[src/rtl/bg_pkg.sv]
// rtl/bg_pkg.sv - shared constants and helpers for the background plane painter
//
// Purpose: fetch-phase numbering, attribute width and the bit-reverse helper
//          used when loading pattern bytes into the plane pipes.
// Ports:   none (package).
package bg_pkg;

  localparam logic [2:0] PH_NT    = 3'd1;  // name-table byte capture
  localparam logic [2:0] PH_AT    = 3'd3;  // attribute byte capture
  localparam logic [2:0] PH_PT_LO = 5;     // low pattern planes capture
  localparam logic [2:0] PH_PT_HI = 3'd7;  // high planes live, pipe reload

  localparam int ATTR_W = 2;

  // Pattern bytes hold the leftmost pixel in bit 7; the pipes shift right,
  // so the byte is mirrored before loading.
  function automatic logic [7:0] bitrev8(input logic [7:0] b);
    logic [7:0] r;
    for (int i = 0; i < 8; i++) begin
      r[i] = b[7-i];
    end
    return r;
  endfunction

endpackage

[src/rtl/bg_plane_painter_if.sv]
// rtl/bg_plane_painter_if.sv - VRAM fetch path between address generator and painter
//
// Purpose: bundles the VRAM read data, current VRAM address and the painter's
//          fetch phase / name-table byte that the address generator consumes.
// Ports:   vram_data  VW  read data into the painter
//          loopy      15  current VRAM address (bits 1 and 6 pick attr quadrant)
//          phase      3   painter fetch phase back to the address generator
//          name_table 8   latched name-table byte back to the address generator
// Modports: master = address generator / VRAM side, slave = painter.
interface bg_plane_painter_if #(
  parameter int VW = 8
);
  logic [VW-1:0] vram_data;
  logic [14:0]   loopy;
  logic [2:0]    phase;
  logic [7:0]    name_table;

  modport master (
    output vram_data,
    output loopy,
    input  phase,
    input  name_table
  );

  modport slave (
    input  vram_data,
    input  loopy,
    output phase,
    output name_table
  );
endinterface

[src/rtl/bg_shift_pipe.sv]
// rtl/bg_shift_pipe.sv - right shifter with a parallel load into its top bits
//
// Purpose: one plane or attribute pipeline. On shift_en it shifts right by
//          one (zero fill); if load_en is also set the top LW bits take
//          load_data while the lower bits still receive the shifted old data.
// Ports:   clk, rst_n       clock, async active-low reset
//          shift_en         advance the pipe this cycle
//          load_en          reload the top LW bits (only acts with shift_en)
//          load_data  LW    data for the top bits
//          tap        8     bits [7:0], the window visible to fine-X select
module bg_shift_pipe #(
  parameter int W  = 16,
  parameter int LW = 8
) (
  input  logic          clk,
  input  logic          rst_n,
  input  logic          shift_en,
  input  logic          load_en,
  input  logic [LW-1:0] load_data,
  output logic [7:0]    tap
);

  logic [W-1:0] q;

  always_ff @(posedge clk or negedge rst_n) begin
    if (!rst_n) begin
      q <= '0;
    end else if (shift_en) begin
      if (load_en) begin
        q <= {load_data, q[W-LW:1]};
      end else begin
        q <= {1'b0, q[W-1:1]};
      end
    end
  end

  assign tap = q[7:0];

endmodule

[src/rtl/bg_plane_painter.sv]
// rtl/bg_plane_painter.sv - parametrised background tile painter
//
// Purpose: runs the 8-phase tile fetch sequence, captures name/attribute/
//          pattern bytes from VRAM, feeds PLANES plane pipes and two attribute
//          pipes, and emits one background pixel selected by fine X.
// Ports:   clk, rst_n   clock, async active-low reset
//          ce           pixel clock enable, gates all state
//          enable       shift the pipes this tick
//          fetch_en     advance the fetch phase this tick
//          line_start   clear phase (and column counter)
//          fine_x   3   fine X scroll
//          show_left    unmask leftmost 8 pixels (clip build only)
//          vif          fetch path (slave): vram_data, loopy in; phase, name_table out
//          pixel  P+2   {attr[1:0], plane[PLANES-1:0]}
// Build option: BG_LEFT_CLIP_EN adds a column counter and left-edge masking.
module bg_plane_painter
  import bg_pkg::*;
#(
  parameter int PLANES = 2,
  parameter int VW     = 4 * PLANES
) (
  input  logic                clk,
  input  logic                rst_n,
  input  logic                ce,
  input  logic                enable,
  input  logic                fetch_en,
  input  logic                line_start,
  input  logic [2:0]          fine_x,
  input  logic                show_left,
  bg_plane_painter_if.slave   vif,
  output logic [PLANES+1:0]   pixel
);

  logic [2:0]        phase_q, phase_d;
  logic [7:0]        nt_q;
  logic [ATTR_W-1:0] attr_q;
  logic [VW-1:0]     pt_lo_q;
  logic [1:0]        quad;
  logic [7:0]        at_byte;
  logic              shift_en, reload;
  logic [7:0]        plane_tap [PLANES];
  logic [7:0]        attr_tap  [ATTR_W];
  logic [PLANES+1:0] pix_raw;

  wire unused_loopy = ^{vif.loopy[14:7], vif.loopy[5:2], vif.loopy[0]};

  // line_start wins over fetch_en so each scanline begins at phase 0.
  always_comb begin
    phase_d = phase_q;
    if (line_start) begin
      phase_d = 3'd0;
    end else if (fetch_en) begin
      phase_d = phase_q + 3'd1;
    end
  end

  always_ff @(posedge clk or negedge rst_n) begin
    if (!rst_n) begin
      phase_q <= 3'd0;
    end else if (ce) begin
      phase_q <= phase_d;
    end
  end

  assign quad    = {vif.loopy[6], vif.loopy[1]};
  assign at_byte = vif.vram_data[7:0];

  always_ff @(posedge clk or negedge rst_n) begin
    if (!rst_n) begin
      nt_q    <= '0;
      attr_q  <= '0;
      pt_lo_q <= '0;
    end else if (ce) begin
      case (phase_q)
        PH_NT:    nt_q    <= at_byte;
        PH_AT:    attr_q  <= at_byte[{quad, 1'b0} +: 2];
        PH_PT_LO: pt_lo_q <= vif.vram_data;
        default:  ;
      endcase
    end
  end

  assign vif.phase      = phase_q;
  assign vif.name_table = nt_q;

  assign shift_en = ce && enable;
  assign reload   = (phase_q == PH_PT_HI);

  // Low planes come from the phase-5 latch; high planes are taken live from
  // the bus during phase 7, the same tick the reload happens.
  for (genvar g = 0; g < PLANES; g++) begin : g_plane
    logic [7:0] raw;
    if (g < PLANES / 2) begin : g_lo
      assign raw = pt_lo_q[8*g +: 8];
    end else begin : g_hi
      assign raw = vif.vram_data[8*(g-PLANES/2) +: 8];
    end
    bg_shift_pipe #(.W(16), .LW(8)) u_pipe (
      .clk       (clk),
      .rst_n     (rst_n),
      .shift_en  (shift_en),
      .load_en   (reload),
      .load_data (bitrev8(raw)),
      .tap       (plane_tap[g])
    );
  end

  for (genvar a = 0; a < ATTR_W; a++) begin : g_attr
    bg_shift_pipe #(.W(9), .LW(1)) u_pipe (
      .clk       (clk),
      .rst_n     (rst_n),
      .shift_en  (shift_en),
      .load_en   (reload),
      .load_data (attr_q[a]),
      .tap       (attr_tap[a])
    );
  end

  always_comb begin
    pix_raw = '0;
    for (int k = 0; k < PLANES; k++) begin
      pix_raw[k] = plane_tap[k][fine_x];
    end
    for (int a = 0; a < ATTR_W; a++) begin
      pix_raw[PLANES+a] = attr_tap[a][fine_x];
    end
  end

`ifdef BG_LEFT_CLIP_EN
  logic [8:0] column_q;

  // Saturates so long lines never wrap back into the clipped region.
  always_ff @(posedge clk or negedge rst_n) begin
    if (!rst_n) begin
      column_q <= '0;
    end else if (ce) begin
      if (line_start) begin
        column_q <= '0;
      end else if (enable && column_q != 9'h1FF) begin
        column_q <= column_q + 9'd1;
      end
    end
  end

  assign pixel = (column_q < 9'd8 && !show_left) ? '0 : pix_raw;
`else
  wire unused_show_left = show_left;

  assign pixel = pix_raw;
`endif

endmodule

[src/flat_wrapper.sv]
// flat-port wrapper written by rule: the top's interface ports become plain ports
module bg_plane_painter_flat import bg_pkg::*;
#(
  parameter int PLANES = 2,
  parameter int VW     = 4 * PLANES
)
  (clk, rst_n, ce, enable, fetch_en, line_start, fine_x, show_left, pixel, vif_vram_data, vif_loopy, vif_phase, vif_name_table);
  bg_plane_painter_if #(.VW(VW)) vif_i ();
  input  logic clk;
  input  logic rst_n;
  input  logic ce;
  input  logic enable;
  input  logic fetch_en;
  input  logic line_start;
  input  logic [2:0] fine_x;
  input  logic show_left;
  output logic [PLANES+1:0] pixel;
  input wire logic [$bits(vif_i.vram_data)-1:0] vif_vram_data;
  input wire logic [$bits(vif_i.loopy)-1:0] vif_loopy;
  output wire logic [$bits(vif_i.phase)-1:0] vif_phase;
  output wire logic [$bits(vif_i.name_table)-1:0] vif_name_table;
  assign vif_i.vram_data = vif_vram_data;
  assign vif_i.loopy = vif_loopy;
  assign vif_phase = vif_i.phase;
  assign vif_name_table = vif_i.name_table;
  bg_plane_painter #(.PLANES(PLANES), .VW(VW)) u_core (.clk(clk), .rst_n(rst_n), .ce(ce), .enable(enable), .fetch_en(fetch_en), .line_start(line_start), .fine_x(fine_x), .show_left(show_left), .vif(vif_i), .pixel(pixel));
endmodule
[config.mk]
export PLATFORM = sky130hd
export DESIGN_NAME = bg_plane_painter_flat
export DESIGN_NICKNAME = d
export VERILOG_FILES = /design/src/rtl/bg_pkg.sv /design/src/rtl/bg_plane_painter_if.sv /design/src/rtl/bg_shift_pipe.sv /design/src/rtl/bg_plane_painter.sv /design/src/flat_wrapper.sv
export SDC_FILE = /design/constraint.sdc
export NUM_CORES = 1
export LEC_CHECK = 0
export BUFFER_PORTS_ARGS = -buffer_cell sky130_fd_sc_hd__buf_2
export CAP_MARGIN = 0
export CORE_MARGIN = 2
export CORE_UTILIZATION = 37
export CTS_CLUSTER_DIAMETER = 60
export CTS_CLUSTER_SIZE = 28
export DETAILED_ROUTE_END_ITERATION = 7
export GPL_TIMING_DRIVEN = 1
export PLACE_DENSITY = 0.54
export SYNTH_ARGS = -nofsm -noshare
export SYNTH_HDL_FRONTEND = slang
export SYNTH_SLANG_ARGS = --single-unit
[constraint.sdc]
create_clock -name clk -period 2.7 [get_ports clk]
set_input_delay 0.54 -clock clk [delete_from_list [all_inputs] [get_ports clk]]
set_output_delay 0.54 -clock clk [all_outputs]
set_load 0.005 [all_outputs]
==> reports/metrics.yaml <==
timing:
  finalSetupViolCount: 0
  tightest_slew_ps: 439.2
  hold_viol: 0
  max_freq_ghz: 0.4359
  finalCritPeriodShare_pct: 84.97
  slew_headroom_pct: 70.64
  final.setup.tns_ps: 0
  skew_ps: 8.059
  rsz0062_at_grt: "no"
  drv_slew: 0
  min_period_ps: 2294
critical_path:
  cp_data_required_time_ps: 2160
  startpoint_type: "primary input"
  crit_arrival_ps: 1750
  end_kind: "output pin"
  ff2ff_setup_slack_ps: 1170
  path_class: "in -> out"
  cpLargestDelayFamily: "multiplexers"
  crit_top_cell: "buf_2"
  path_cells: "buf_2 -> mux4_1 -> mux2_2 -> buf_2"
  slowest_stage: "mux4_1"
  path_max_fanout: 8
  critPathMaxStageDelay_ps: 580
  cp_num_buf_inv: 2
cts:
  cts_tree: "yes"
  h-tree-depth: 3
  clockRootBuffer: "clkbuf_8"
  cts_setup_buffers: 0
  cts-buffers-inserted: 9
  clock_path_buffers: 2
  cts_hold_buffers: 0
  cts_sinks: 71
  cts-resized-gates: 0
  clkLatencyLatePin_ps: 340
  clk_pin_slew_worst_paths_ps: 70
detailed_routing:
  ant_nets: 0
  drtPass1Iterations: 4
  drt_iter0_markers: 78
  vias_per_cell: 4.929
  wl_per_cell_um: 14.75
  wirelength_mm: 5.414
  vias: 1809
  route.detailed.drc: 0
power:
  total_power_mw: 2.638
  peakVddDrop_mv: 0.3670
  powerDensity_nw_per_um2: 714.3
  leakagePower_nw: 1.784
global_route:
  grt_overflow: 0
  grt_pass1_wl_mm: 9.294
  antenna_found_initial: 0
  grt_max_degree: 72
  grt_pass1_vias: 1838
  grtUsageTotal_pct: 13.32
synthesis:
  synth_nets: 260
  syn-cell-area_um2: 3158
  syn_area_per_cell_um2: 14.23
  syn_inst: 222
  yosys_warnings: 0
  synth.distinct_cells: 15
  synth_seq_cells: 71
  seq_area_frac_synth_pct: 56.26
run_status:
  status: "complete, no violations"
floorplanning:
  start_util_pct: 38.24
  io_pins: 48
  dieHeight_um: 96.39
  core_um2: 8258
  rows: 33
  die_w_um: 96.39
  dieArea_um2: 9290
finish:
  syn_to_final_growth_pct: 16.96
  drive_gt1_share_pct: 42.37
  layout.nets: 295
  final_common_cell: "dfrtp_1"
  design_area_um2: 3694
  antenna_cells: 0
  final_cell_mix: "dfrtp_1 (71), mux2_2 (55), buf_2 (33)"
placed_design:
  io_buffers: 33
  placed_cell_area_um2: 3441
  gp_congestion: 0.6804
  dp_hpwl_mm: 3.551
job:
  drv_cap: 0
min_path:
  hold_path.class: "in -> async"
-- per-stage QoR --
step | utilization (%) | hold slack (ps) | cells | setup slack (ps)
after floorplan | - | 244.4 | 222 | 705.1
after global placement | 41.67 | 460.8 | 351 | 425.1
after detailed placement | 41.67 | 470.0 | 351 | 402.6
after CTS | 44.73 | 222.5 | 367 | 401.5
after global routing | 44.73 | 234.6 | 367 | 339.8
final | 44.73 | 215.4 | 367 | 405.7
-- routing by layer --
layer	vias to the layer above	global-route usage, %	share of wire (%)
met5	-	0	0
met2	38	19.21	44
met1	892	19.15	51
met3	4	4.034	4.7
li1	875	-	-
met4	0	4.577	0.85
-- layout make-up --
class,instances,area (um^2)
clock buffers,10,137.6
flip-flops and latches,71,1777
well taps,105,131.4
fillers,772,4564
inverters,3,11.26
multi-input cells,136,1309
repair buffers,36,212.7
clock inverters,6,115.1
-- state kept, by name, summed over array words and instances, names as in the netlist --
signal / flops
u_core.g_plane.raw: 8
u_core.g_plane.u_pipe.q: 32
u_core.vif.phase: 3
u_core.vif.name_table: 8
u_core.attr_q: 2
u_core.g_attr.u_pipe.q: 18
-- final timing paths --
path                                             endpoint                     startpoint  depth (start not counted)
setup reg to reg           u_core.g_plane[1].u_pipe.q[10]            u_core.vif.phase[0]                          5
setup / recovery                                 pixel[3]                      fine_x[1]                          4
max in group asynchronous  u_core.g_plane[0].u_pipe.q[12]                          rst_n                          2
hold reg to reg             u_core.g_plane[0].u_pipe.q[8]  u_core.g_plane[0].u_pipe.q[8]                          2
min in group clk                      u_core.vif.phase[0]                     line_start                          2
hold / removal               u_core.g_attr[0].u_pipe.q[4]                          rst_n                          2
-- kinds of logic after synthesis --
logic type | after synthesis | share of synthesized area, %
flops | 71 | 56.26
fa+ha+maj | 5 | 1.981
compound gates | 22 | 3.526
simple gates | 30 | 3.724
buf+inv | 15 | 2.377
mux | 79 | 32.13
-- where the power goes --
part           internal (mW)  switching [mW]  leakage (nW)  total [mW]
combinational          0.187           0.126         0.696       0.312
sequential              1.19          0.0690         0.964        1.26
clock                  0.646           0.420         0.124        1.07
total                   2.02           0.615          1.78        2.64
-- cells in the mapped netlist, drive strengths merged --
| master | number | area share (%) |
|---|---|---|
| nand2 | 27 | 3.2 |
| mux4 | 10 | 8.1 |
| buf | 10 | 1.8 |
| ha | 5 | 2.0 |
| clkbuf | 2 | 0.24 |
| dfrtp | 71 | 56 |
| nand3 | 2 | 0.32 |
| inv | 3 | 0.36 |
| mux2i | 14 | 4.4 |
| or2 | 1 | 0.20 |
| o21ai | 21 | 3.3 |
| o22ai | 1 | 0.20 |
| mux2 | 55 | 20 |
No activity file was read; power rests on OpenSTA's default activity.
